### config.mk
export PLATFORM = sky130hd
export DESIGN_NAME = apb_arbiter
export DESIGN_NICKNAME = d
export VERILOG_FILES = /design/src/rtl/apb_arbiter.sv
export SDC_FILE = /design/constraint.sdc
export NUM_CORES = 1
export LEC_CHECK = 0
export CAP_MARGIN = 20
export CORE_ASPECT_RATIO = 1.25
export CORE_MARGIN = 5
export CORE_UTILIZATION = 40
export DETAILED_ROUTE_END_ITERATION = 7
export GPL_TIMING_DRIVEN = 0
export HOLD_SLACK_MARGIN = 0.1
export PLACE_DENSITY = 0.8
export RECOVER_POWER = 25
export SYNTH_ARGS = -nofsm -noshare
export SYNTH_HDL_FRONTEND = slang
export SYNTH_SLANG_ARGS = --single-unit
### constraint.sdc
create_clock -name pclk -period 2.2 [get_ports pclk]
set_input_delay 0.44 -clock pclk [delete_from_list [all_inputs] [get_ports pclk]]
set_output_delay 0.44 -clock pclk [all_outputs]
set_load 0.005 [all_outputs]
### src/rtl/apb_arbiter.sv
// Two-master round-robin arbiter driving a single APB requester port.
// m0 is the instruction-fetch master, m1 the data master; a watchdog aborts stuck transfers.
module apb_arbiter #(
    parameter int ADDR_WIDTH = 32,
    parameter int DATA_WIDTH = 32,
    parameter int TIMEOUT    = 255
) (
    input  logic                  pclk,
    input  logic                  presetn,

    input  logic                  m0_req,
    input  logic [ADDR_WIDTH-1:0] m0_addr,
    input  logic [DATA_WIDTH-1:0] m0_wdata,
    input  logic                  m0_write,
    input  logic [3:0]            m0_stb,
    output logic                  m0_done,
    output logic [DATA_WIDTH-1:0] m0_rdata,
    output logic                  m0_err,

    input  logic                  m1_req,
    input  logic [ADDR_WIDTH-1:0] m1_addr,
    input  logic [DATA_WIDTH-1:0] m1_wdata,
    input  logic                  m1_write,
    input  logic [3:0]            m1_stb,
    output logic                  m1_done,
    output logic [DATA_WIDTH-1:0] m1_rdata,
    output logic                  m1_err,

    output logic [ADDR_WIDTH-1:0] paddr,
    output logic [DATA_WIDTH-1:0] pdata,
    output logic                  pwrite,
    output logic [3:0]            pstb,
    output logic                  psel,
    output logic                  penable,
    input  logic [DATA_WIDTH-1:0] prdata,
    input  logic                  pready,
    input  logic                  perr
);

    // The watchdog only ever holds 0..TIMEOUT-1; hitting the last value with pready low aborts.
    localparam int WD_WIDTH = (TIMEOUT < 2) ? 1 : $clog2(TIMEOUT);
    localparam logic [WD_WIDTH-1:0] WD_LAST = WD_WIDTH'(TIMEOUT - 1);

    typedef enum logic [1:0] {
        IDLE,
        SETUP,
        ACCESS
    } state_t;

    state_t              state;
    logic                grant;
    logic                last_grant;
    logic [WD_WIDTH-1:0] watchdog;
    logic                pick_m1;

    // m1 wins when it is the only requester, or on a tie when m0 was served last.
    assign pick_m1 = m1_req & (~m0_req | ~last_grant);

    always_ff @(posedge pclk or negedge presetn) begin
        if (!presetn) begin
            state      <= IDLE;
            grant      <= 1'b0;
            last_grant <= 1'b1;
            watchdog   <= '0;
            paddr      <= '0;
            pdata      <= '0;
            pwrite     <= 1'b0;
            pstb       <= '0;
            psel       <= 1'b0;
            penable    <= 1'b0;
            m0_done    <= 1'b0;
            m0_rdata   <= '0;
            m0_err     <= 1'b0;
            m1_done    <= 1'b0;
            m1_rdata   <= '0;
            m1_err     <= 1'b0;
        end else begin
            m0_done <= 1'b0;
            m1_done <= 1'b0;
            case (state)
                IDLE: begin
                    if (m0_req | m1_req) begin
                        grant  <= pick_m1;
                        paddr  <= pick_m1 ? m1_addr  : m0_addr;
                        pdata  <= pick_m1 ? m1_wdata : m0_wdata;
                        pwrite <= pick_m1 ? m1_write : m0_write;
                        pstb   <= pick_m1 ? m1_stb   : m0_stb;
                        psel   <= 1'b1;
                        state  <= SETUP;
                    end
                end
                SETUP: begin
                    penable  <= 1'b1;
                    watchdog <= '0;
                    state    <= ACCESS;
                end
                ACCESS: begin
                    // A completing pready takes priority over a watchdog expiring in the same cycle.
                    if (pready) begin
                        psel       <= 1'b0;
                        penable    <= 1'b0;
                        last_grant <= grant;
                        state      <= IDLE;
                        if (grant) begin
                            m1_done  <= 1'b1;
                            m1_rdata <= prdata;
                            m1_err   <= perr;
                        end else begin
                            m0_done  <= 1'b1;
                            m0_rdata <= prdata;
                            m0_err   <= perr;
                        end
                    end else if (watchdog == WD_LAST) begin
                        psel    <= 1'b0;
                        penable <= 1'b0;
                        state   <= IDLE;
                        if (grant) begin
                            m1_done  <= 1'b1;
                            m1_rdata <= '0;
                            m1_err   <= 1'b1;
                        end else begin
                            m0_done  <= 1'b1;
                            m0_rdata <= '0;
                            m0_err   <= 1'b1;
                        end
                    end else begin
                        watchdog <= watchdog + WD_WIDTH'(1);
                    end
                end
                default: begin
                    psel    <= 1'b0;
                    penable <= 1'b0;
                    state   <= IDLE;
                end
            endcase
        end
    end

endmodule

==> impl_metrics.ini <==
[outcome]
run_status = finished clean

[floorplanning]
floorplan.die_area_sq_um = 18300
fp.coreArea_sq_um = 15500
die_height_um = 150
io_pins = 315
initial_utilization_pct = 40.6
placement_rows = 51
dieWidth_um = 122

[routing]
dr_total_vias = 5707
post_drt_via_cell_ratio = 5.24
drt_drc_violations_left = 0
drt_first_iter_violations = 345
detail_route.first_pass.iterations = 4
ant_nets = 0
drt-total-wl_mm = 21.8
avgRoutedWirePerCell_um = 20.0

[cells_and_area]
layout-area-overhead-vs-synth_pct = 63.8
layout.cells.non_filler = 1090
diodes = 0
final_layout_size_suffix_gt1_share_pct = 6.26
nNetsFinal = 1043
final_cell_area_sq_um = 10300

[sta]
final.setup_skew_ns = 0.0124
maxSlewHeadroom_pct = 31.3
report.final.slew_viol_count = 0
fin_ws_ns = 0.169
setup_viol_count_final = 0
final_hold_viol_count = 0
final.setup.tns_ns = 0
max_clock_freq_ghz = 0.492
layout_worst_path_cycle_share_pct = 92.3
worst-slew-pin-transition_ns = 1.03
grt_setup_unrepaired = false
period_minus_slack_ns = 2.03
holdWs_ns = 0.491

[clock_network]
clock_insertion_delay_worst_skew_ns = 0.42
cts_buffers = 17
cts_max_path_buffers = 2
cts-htree-levels = 4
cts_tree = yes
clk_root_buffer_cell = sky130_fd_sc_hd__clkbuf_16
clk_pin_slew_ns = 0.07
tritoncts_num_sinks = 151

[yosys]
post_synth_edffs = 0
yosys.area.top_type = sky130_fd_sc_hd__dfrtp_1
postSynthAreaPerCell_sq_um = 11.8
syn_nets = 709
yosysSeqAreaShare_pct = 60.1
yosys_warnings = 0
async_sr_flop_fraction_pct = 100
yosys_register_bits = 151
postSynthCellCount = 531
synth_top_flop_cell = sky130_fd_sc_hd__dfrtp_1
netlist_top_cells_area = sky130_fd_sc_hd__dfrtp_1, sky130_fd_sc_hd__mux2i_1, sky130_fd_sc_hd__a32o_1
synth.cell_area_sq_um = 6290
synth_cell_types = 32
synth_top_area_share_pct = 59.7

[critical_path]
critical_path.top_delay_family = buffers and inverters
cp_slowest_cell = sky130_fd_sc_hd__clkbuf_1
cp_data_arrival_time_ns = 2.38
worst_path_largest_cell_delay_ns = 0.49
crit_buf_inv = 2
cp_data_required_time_ns = 2.54
critPathCaptureType = register
critical_path.max_fanout = 10
crit_path_cell_chain = inv_1 > ha_1 > and3_1 > a21o_1 > nand2_1 > clkbuf_1 > a32o_1
timing.critical_path.from_type = register
timing_worst_setup_path_type = reg -> reg

[place]
io_buffers = 313
dp_hpwl_mm = 17.5
placement.setup.worst_slack_ns = -0.298
placement.cell_area_sq_um = 9720
gp_congestion = 0.808
numPlacedInstances = 1057

[grt]
grt_start_max_net_pins = 80
global_route.overflow_total = 0
initial_antenna_violation_count = 0
number_of_global_route_vias_before_repair = 6032
grt_first_pass_wirelength_mm = 32.8
gr-usage-all-layers_pct = 23.7

[pwr]
ir_drop_mv = 0.500
static-leakage-power_nw = 4.31
power_density_nw_per_um2 = 1300

[hold_path]
min_path_type = reg -> reg

[run]
max_cap_violations = 0
==> layout make-up <==
type                    instances  area [sq um]
multi-input cells             329          2300
fillers                      1208          5200
clock buffers                  18           439
plain buffers                  46           193
clock inverters                14           139
well taps                     212           265
repair buffers                315          3170
flip-flops and latches        151          3780
inverters                       5          18.8
==> placed cells by master, fill, tap and decap left out, types with 2 or more instances in the layout <==
cell type                         instances
sky130_fd_sc_hd__a21o_1                   3
sky130_fd_sc_hd__a21oi_1                 70
sky130_fd_sc_hd__a2bb2oi_1                2
sky130_fd_sc_hd__a32o_1                  64
sky130_fd_sc_hd__buf_2                   13
sky130_fd_sc_hd__clkbuf_1                30
sky130_fd_sc_hd__clkbuf_16               17
sky130_fd_sc_hd__clkbuf_2                 3
sky130_fd_sc_hd__clkdlybuf4s50_1        312
sky130_fd_sc_hd__clkinv_2                 2
sky130_fd_sc_hd__clkinvlp_4               2
sky130_fd_sc_hd__dfrtp_1                150
sky130_fd_sc_hd__ha_1                     2
sky130_fd_sc_hd__inv_1                    5
sky130_fd_sc_hd__inv_6                    6
sky130_fd_sc_hd__inv_8                    2
sky130_fd_sc_hd__mux2i_1                 70
sky130_fd_sc_hd__nand2_1                 10
sky130_fd_sc_hd__nand2b_1                 2
sky130_fd_sc_hd__nand3_1                  9
sky130_fd_sc_hd__nand4_1                  2
sky130_fd_sc_hd__nor2_1                  70
sky130_fd_sc_hd__nor2_2                   2
sky130_fd_sc_hd__nor2b_1                  2
sky130_fd_sc_hd__o21a_1                   2
sky130_fd_sc_hd__o21ai_0                  5
sky130_fd_sc_hd__or3_1                    2
==> per-layer routing <==
| metal | share of wire [%] | track usage (%) | vias up |
|---|---|---|---|
| met3 | 11 | 8.46 | 27 |
| li1 | - | - | 2624 |
| met1 | 35 | 26.2 | 2774 |
| met4 | 2.2 | 8.24 | 0 |
| met5 | 0 | 0 | - |
| met2 | 52 | 42.1 | 282 |
==> repair_timing <==
action                                  4_1_cts  5_1_grt
endpoints found under the setup margin        0       48
hold endpoints to repair                     71        0
hold buffers                                  1        0
gates resized for setup                       0        8
setup buffers                                 0        0
==> path summary, 6_finish.rpt <==
kind                                                from                        to  slack [ns]  cells after the start
max in group asynchronous                        presetn     pdata[12]$_DFFE_PN0P_        0.51                      3
min in group asynchronous                        presetn  m0_rdata[27]$_DFFE_PN0P_        0.77                      2
worst min-delay path            m1_rdata[24]$_DFFE_PN0P_  m1_rdata[24]$_DFFE_PN0P_        0.49                      1
worst max register to register   watchdog[0]$_DFFE_PN0P_   m1_rdata[7]$_DFFE_PN0P_        0.17                      7
worst min register to register  m1_rdata[24]$_DFFE_PN0P_  m1_rdata[24]$_DFFE_PN0P_        0.49                      1
worst max-delay path             watchdog[0]$_DFFE_PN0P_   m1_rdata[7]$_DFFE_PN0P_        0.17                      7
==> state kept, by name, indices dropped and copies added (netlist names), 2 cells and up <==
| signal | flops |
|---|---|
| m0_rdata | 32 |
| m1_rdata | 32 |
| paddr | 32 |
| pdata | 32 |
| watchdog | 8 |
| pstb | 4 |
| state | 2 |
==> Yosys cell counts (all sizes together) (2+ instances only) <==
| cell | number |
|---|---|
| clkbuf | 33 |
| nand4 | 2 |
| nand2 | 10 |
| a21boi | 2 |
| ha | 2 |
| a21o | 3 |
| a21oi | 70 |
| a2bb2oi | 2 |
| mux2i | 70 |
| nor2b | 2 |
| inv | 5 |
| nand3 | 9 |
| dfrtp | 150 |
| buf | 13 |
| o21ai | 5 |
| o21a | 2 |
| nand2b | 2 |
| or3 | 2 |
| nor2 | 72 |
| a32o | 64 |
==> metrics by stage <==
| step | power, mW | utilization [%] |
|---|---|---|
| 2_1_floorplan | 6.91 | - |
| 3_3_place_gp | 10.5 | 62.5 |
| 3_5_place_dp | 10.7 | 62.7 |
| 4_1_cts | 13.5 | 66.4 |
| 5_1_grt | 14.3 | 66.4 |
| 6_report | 13.4 | 66.4 |
==> worst reg2reg max path, delay by kind of cell (launching register included) <==
family | cells | cell delay, ns
compound gates | 2 | 0.43
fa+ha+maj | 1 | 0.19
buf+inv | 2 | 0.55
simple gates | 2 | 0.40
flops | 1 | 0.41
==> where the power goes <==
part	total (mW)	internal (mW)	leakage [nW]	switching [mW]
combinational	5.79	3.34	2.24	2.45
clock	2.86	1.62	0.282	1.24
sequential	4.76	4.04	1.79	0.718
total	13.4	9.00	4.31	4.40
==> cell families after synthesis <==
group                    synth area share, %
AO/OA/AOI/OAI                           17.7
buffers and inverters                   3.30
multiplexers                            11.3
adder cells (fa/ha/maj)                0.398
AND/OR/NAND/NOR                         7.06
flip-flops                              60.1
XOR/XNOR                               0.139
(Power assumes the default switching activity.)
